**src/rtl/dmmu_utlb.sv**
```systemverilog
// dmmu_utlb: data-side MMU front end.
// Fully-associative micro-TLB, refilled from the main TLB.
module dmmu_utlb #(
  parameter  int ENTRIES = 4,
  localparam int IDX_W   = $clog2(ENTRIES)
) (
  input  logic        clk,
  input  logic        rst,
  input  logic        req_valid,
  output logic        req_ready,
  input  logic [31:0] req_vaddr,
  input  logic        req_wr,
  output logic        resp_valid,
  output logic [19:0] resp_tag,
  output logic        resp_uncache,
  output logic        resp_exc,
  output logic [4:0]  resp_exccode,
  output logic        resp_refill,
  output logic        tlb_req,
  output logic [18:0] tlb_vpn2,
  output logic        tlb_odd,
  output logic [7:0]  tlb_asid,
  input  logic        tlb_ack,
  input  logic        tlb_hit,
  input  logic        tlb_g,
  input  logic        tlb_d,
  input  logic        tlb_v,
  input  logic [19:0] tlb_pfn,
  input  logic [2:0]  tlb_c,
  input  logic        flush,
  input  logic [7:0]  cp0_asid,
  input  logic [2:0]  cp0_k0
);

  localparam logic [4:0] EXC_MOD  = 5'd1;
  localparam logic [4:0] EXC_TLBL = 5'd2;
  localparam logic [4:0] EXC_TLBS = 5'd3;

  typedef enum logic [1:0] {
    IDLE, CHECK, WAIT, FILL
  } state_t;

  typedef struct packed {
    logic        valid;
    logic [19:0] vpn;
    logic [7:0]  asid;
    logic        g;
    logic [19:0] pfn;
    logic [2:0]  c;
    logic        d;
    logic        v;
  } ent_t;

  typedef struct packed {
    logic [19:0] tag;
    logic        uncache;
    logic        exc;
    logic [4:0]  code;
    logic        refill;
  } resp_t;

  state_t           state;
  ent_t             ent [ENTRIES];
  logic [IDX_W-1:0] ptr;
  logic [19:0]      vpn;
  logic             wr;
  logic [7:0]       asid;
  logic             drop_fill;
  logic             f_g;
  logic             f_d;
  logic [19:0]      f_pfn;
  logic [2:0]       f_c;
  resp_t            resp;

  logic        hit;
  logic [19:0] hit_pfn;
  logic [2:0]  hit_c;
  logic        hit_d;
  logic        k0;
  logic        k1;
  logic        mapped;
  logic        unused_off;

  assign unused_off = ^req_vaddr[11:0];

  assign k0     = (vpn[19:17] == 3'b100);
  assign k1     = (vpn[19:17] == 3'b101);
  assign mapped = !k0 && !k1;

  assign req_ready    = (state == IDLE);
  assign tlb_vpn2     = vpn[19:1];
  assign tlb_odd      = vpn[0];
  assign tlb_asid     = asid;
  assign resp_tag     = resp.tag;
  assign resp_uncache = resp.uncache;
  assign resp_exc     = resp.exc;
  assign resp_exccode = resp.code;
  assign resp_refill  = resp.refill;

  // fill rule keeps matches one-hot, so OR-merge is safe
  always_comb begin
    hit     = 1'b0;
    hit_pfn = '0;
    hit_c   = '0;
    hit_d   = 1'b0;
    for (int i = 0; i < ENTRIES; i++) begin
      if (ent[i].valid && ent[i].v &&
          ent[i].vpn == vpn &&
          (ent[i].g || ent[i].asid == asid)) begin
        hit     = 1'b1;
        hit_pfn = hit_pfn | ent[i].pfn;
        hit_c   = hit_c | ent[i].c;
        hit_d   = hit_d | ent[i].d;
      end
    end
  end

  function automatic resp_t ok_resp(
    input logic [19:0] tag,
    input logic        unc,
    input logic        mod
  );
    ok_resp.tag     = tag;
    ok_resp.uncache = unc;
    ok_resp.exc     = mod;
    ok_resp.code    = mod ? EXC_MOD : 5'd0;
    ok_resp.refill  = 1'b0;
  endfunction

  function automatic resp_t exc_resp(
    input logic st,
    input logic refill
  );
    exc_resp.tag     = '0;
    exc_resp.uncache = 1'b0;
    exc_resp.exc     = 1'b1;
    exc_resp.code    = st ? EXC_TLBS : EXC_TLBL;
    exc_resp.refill  = refill;
  endfunction

  always_ff @(posedge clk) begin
    if (!rst) begin
      state      <= IDLE;
      ptr        <= '0;
      drop_fill  <= 1'b0;
      tlb_req    <= 1'b0;
      resp_valid <= 1'b0;
      resp       <= '0;
      vpn        <= '0;
      wr         <= 1'b0;
      asid       <= '0;
      f_g        <= 1'b0;
      f_d        <= 1'b0;
      f_pfn      <= '0;
      f_c        <= '0;
      for (int i = 0; i < ENTRIES; i++)
        ent[i].valid <= 1'b0;
    end else begin
      resp_valid <= 1'b0;
      unique case (state)
        IDLE: begin
          drop_fill <= 1'b0;
          if (req_valid) begin
            vpn   <= req_vaddr[31:12];
            wr    <= req_wr;
            asid  <= cp0_asid;
            state <= CHECK;
          end
        end
        CHECK: begin
          unique case (1'b1)
            k0: begin
              resp <= ok_resp({3'b0, vpn[16:0]},
                              cp0_k0 != 3'd3, 1'b0);
              resp_valid <= 1'b1;
              state      <= IDLE;
            end
            k1: begin
              resp <= ok_resp({3'b0, vpn[16:0]},
                              1'b1, 1'b0);
              resp_valid <= 1'b1;
              state      <= IDLE;
            end
            (mapped && hit): begin
              resp <= ok_resp(hit_pfn, hit_c != 3'd3,
                              wr && !hit_d);
              resp_valid <= 1'b1;
              state      <= IDLE;
            end
            (mapped && !hit): begin
              tlb_req <= 1'b1;
              state   <= WAIT;
            end
          endcase
        end
        WAIT: begin
          if (flush)
            drop_fill <= 1'b1;
          if (tlb_ack) begin
            tlb_req <= 1'b0;
            if (tlb_hit && tlb_v && (drop_fill || flush)) begin
              // answer from ack data; a flushed fill is never written
              resp <= ok_resp(tlb_pfn, tlb_c != 3'd3,
                              wr && !tlb_d);
              resp_valid <= 1'b1;
              state      <= IDLE;
            end else if (tlb_hit && tlb_v) begin
              f_g   <= tlb_g;
              f_d   <= tlb_d;
              f_pfn <= tlb_pfn;
              f_c   <= tlb_c;
              state <= FILL;
            end else begin
              resp       <= exc_resp(wr, !tlb_hit);
              resp_valid <= 1'b1;
              state      <= IDLE;
            end
          end
        end
        FILL: begin
          ent[ptr] <= '{valid: 1'b1, vpn: vpn,
                        asid: asid, g: f_g,
                        pfn: f_pfn, c: f_c,
                        d: f_d, v: 1'b1};
          ptr   <= ptr + 1'b1;
          state <= CHECK;
        end
        default: state <= IDLE;
      endcase
      if (flush)
        for (int i = 0; i < ENTRIES; i++)
          ent[i].valid <= 1'b0;
    end
  end

endmodule

```
**config.mk**
```make
export PLATFORM = sky130hd
export DESIGN_NAME = dmmu_utlb
export DESIGN_NICKNAME = d
export VERILOG_FILES = /design/src/rtl/dmmu_utlb.sv
export SDC_FILE = /design/constraint.sdc
export NUM_CORES = 1
export LEC_CHECK = 0
export ABC_AREA = 1
export BUFFER_PORTS_ARGS = -buffer_cell sky130_fd_sc_hd__buf_2
export CORE_MARGIN = 2
export CORE_UTILIZATION = 62
export CTS_BUF_LIST = sky130_fd_sc_hd__clkbuf_2
export CTS_CLUSTER_SIZE = 40
export DETAILED_ROUTE_END_ITERATION = 8
export PLACE_DENSITY = 0.82
export SLEW_MARGIN = 20
export SYNTH_ARGS = -nofsm -noshare
export SYNTH_HDL_FRONTEND = slang
export SYNTH_SLANG_ARGS = --single-unit
```
**constraint.sdc**
```tcl
create_clock -name clk -period 4.6 [get_ports clk]
set_clock_uncertainty 0.1 [all_clocks]
set_input_delay 0.46 -clock clk [delete_from_list [all_inputs] [get_ports clk]]
set_output_delay 0.46 -clock clk [all_outputs]
set_load 0.01 [all_outputs]
```
==> reports/results.ini <==
[routing]
drt_iter0_markers=1432
final_antenna_net_count=0
firstDrtPassIters=6
post_drt_wl_per_cell_um=18.4
viasPerCell=5.58
drc=0
vias=12200
wl_mm=40.3

[timing]
worst_pin_slew_ns=0.922
finalHoldViolCount=0
worst_hold_slack_ns=0.0548
clock.fmax_mhz=291
fin_setup_tns_ns=0
grt_setup_unrepaired=false
fin_crit_ns=3.43
slew-limit-headroom=0.384
finalSetupViolations=0
fin_crit_sh=0.746
drv_slew=0

[floorplanning]
die_area_um2=24000
dieWidth_um=155
io_pins=135
initial_core_util=0.627
rows=55
die_h_um=155
core_um2=22500

[run]
maxCapViolations=0

[grt]
grtUsageMet3=0.0632
busiest_layer=met2
met2_usage=0.570
grt_max_degree=81
grt_pass1_wl_mm=62.2
grt_antenna_before_repair=1
overflow=0
grt_pass1_vias=11800
track_usage=0.338
grt_use_met1=0.427

[placed_design]
dp_hpwl_mm=25.0
portBuffers=119
place_congestion=0.930

[clock_network]
numClockSinks=302
ctsResizeCount=0
cts_tree=built
root_buffer=clkbuf_2
hold_buffers=59
htreeDepth=3
clock_latency_ns=0.85
post_cts_buffers=0
cts_buffers=76
clk_pin_slew_ns=0.11
clockBufferDepth=3

[worst_hold_path]
min_path_type=in2reg
hold_path_end=resp_uncache
hp-start=cp0_k0[0]
hold_depth=6

[critical_path]
worstReg2RegStart=vpn[6]
rr_worst_depth=13
worstSetupStartpoint=vpn[6]
crit_family=simple AND/OR/NAND/NOR gates
arrival_ns=4.06
cp_slowest_stage_delay_ns=0.82
cp_num_cells=13
cp_cell_sequence=inv_1 -> nand2_1 -> nand2_1 -> nor2_1 -> nand2_1 -> nor2_1 -> nand3_2 -> nand2_2 -> nor2_4 -> nand3_4 -> nand3_4 -> nor2_1 -> a21oi_1
crit_slowest_cell=dfxtp_1
critPathCaptureType=flop
required_ns=5.23
critPathBufInv=1
crit_type=reg2reg
start_kind=flop
critPathMaxFanout=33
timing.rr.end=resp_uncache
reg2reg_slack_ns=1.17

[finish]
drive_above_1_share=0.163
multi_input_area_um2=4900
n_fill_cell=1649
area_delta_synth_final_pct=15.3
final_nets=1926
regArea_um2=8170
utilization=0.723
final_common_cell=nand2_1
most-common-layout-cells=487 x nand2_1, 212 x edfxtp_1, 201 x nor2_1, 186 x inv_1, 124 x clkbuf_2

[power_and_ir_drop]
powerDensity_nw_per_um2=359
vdd_drop_max_mv=0.240
power_leakage_uw=0.00724

[yosys]
synth_compound_area_frac=0.0539
syn_area_um2=14100
synth-seq-cells=302
synthSimpleGateAreaFrac=0.255
synthMuxAreaShare=0
synth_top_family_by_area=simple AND/OR/NAND/NOR gates
syn_avg_cell_area_um2=8.68
ys_warn_count=0
synthXorXnorAreaFrac=0.0279
yosys.area_share.adder=0.00709
synthCells=1626
yosysSeqAreaShare=0.579
synth_cell_types=40

[status]
status=finished clean

[area by class of cell]
class / instances / share of cell area
timing repair buffer: 196 / 0.0824
multi-input combinational: 1064 / 0.301
antenna: 1 / 0.000154
clock buffer: 124 / 0.0381
inverter: 202 / 0.0466
tap: 285 / 0.0219
sequential: 302 / 0.502
clock inverter: 13 / 0.00792
[report_power, final]
group / switching, µW / internal (µW)
Clock: 1080 / 866
Sequential: 128 / 2980
Combinational: 503 / 285
Total: 1720 / 4130
[cells in the mapped netlist]
library cell  count  area, µm²
nor2b_1           1       6.26
nand3_1          98        490
inv_1           186        698
edfxtp_1        212       6370
or2_1             2       12.5
nor2_2            6       37.5
clkbuf_1         30        113
nand2_1         488       1830
o22ai_1           5       31.3
a31oi_1           1       6.26
and2_1            4       25.0
inv_2            14       52.6
buf_2             8       40.0
o21ai_2           1       8.76
nand2_4           2       22.5
nor3_1            3       15.0
nand3b_1          5       37.5
nor2_1          205        769
dfxtp_1          90       1800
nand3_2           3       30.0
o21ai_1           2       10.0
or2_2             1       6.26
clkinv_1          2       7.51
buf_4            14        105
o211ai_1          1       7.51
buf_1             2       7.51
o21a_1            1       7.51
nand3_4           2       35.0
conb_1            1       3.75
o41ai_1           1       8.76
xnor2_1          40        350
buf_6             6       67.6
nor2_4            4       45.0
ha_1              8        100
nand4_1          31        194
o21ai_0          74        370
nand2_2           3       18.8
xor2_1            5       43.8
a21oi_1          62        310
nor3_2            2       20.0
[metrics by stage]
step	area [µm²]	total power, µW	std cells	worst slack [ns]
6_report	16300	5850	2187	1.17
4_1_cts	16200	5820	2185	1.34
2_1_floorplan	14100	3610	1628	0.740
3_5_place_dp	14900	3880	1989	1.35
3_3_place_gp	14900	3860	1989	1.42
5_1_grt	16300	6090	2187	1.06
[state kept, by name, summed over array words and instances (netlist names), 2 cells and up]
| signal | count |
|---|---|
| state | 2 |
| resp_tag | 20 |
| f_c | 3 |
| resp_exccode | 2 |
| tlb_asid | 8 |
| vpn | 20 |
| f_pfn | 20 |
| ent | 216 |
| ptr | 2 |
[logic make-up after synthesis]
group | Yosys count
AO/OA/AOI/OAI | 148
XOR/XNOR | 45
adder cells (fa/ha/maj) | 8
buffers and inverters | 262
flip-flops | 302
other | 1
AND/OR/NAND/NOR | 860
[how the worst max path moves through the flow]
stage                    to  slack, ns
3_3_place_gp     resp_valid       1.42
4_1_cts        resp_tag[11]       1.34
3_5_place_dp    resp_tag[0]       1.35
5_1_grt        resp_uncache       1.06
6_report       resp_uncache       1.17
2_1_floorplan     ent[0][0]       0.74
[metal layers]
layer  vias up  share of wire
li1       5689              -
met1      5656           0.37
met2       749           0.49
met3       120           0.10
met4         0          0.034
met5         -              0
[worst register-to-register path, cell delays in order (launching register included)]
cell	delay, ns
dfxtp_1	0.82
inv_1	0.30
nand2_1	0.15
nand2_1	0.06
nor2_1	0.11
nand2_1	0.05
nor2_1	0.29
nand3_2	0.14
nand2_2	0.13
nor2_4	0.06
nand3_4	0.23
nand3_4	0.43
nor2_1	0.34
a21oi_1	0.11
No activity file was read; power rests on OpenSTA's default activity.
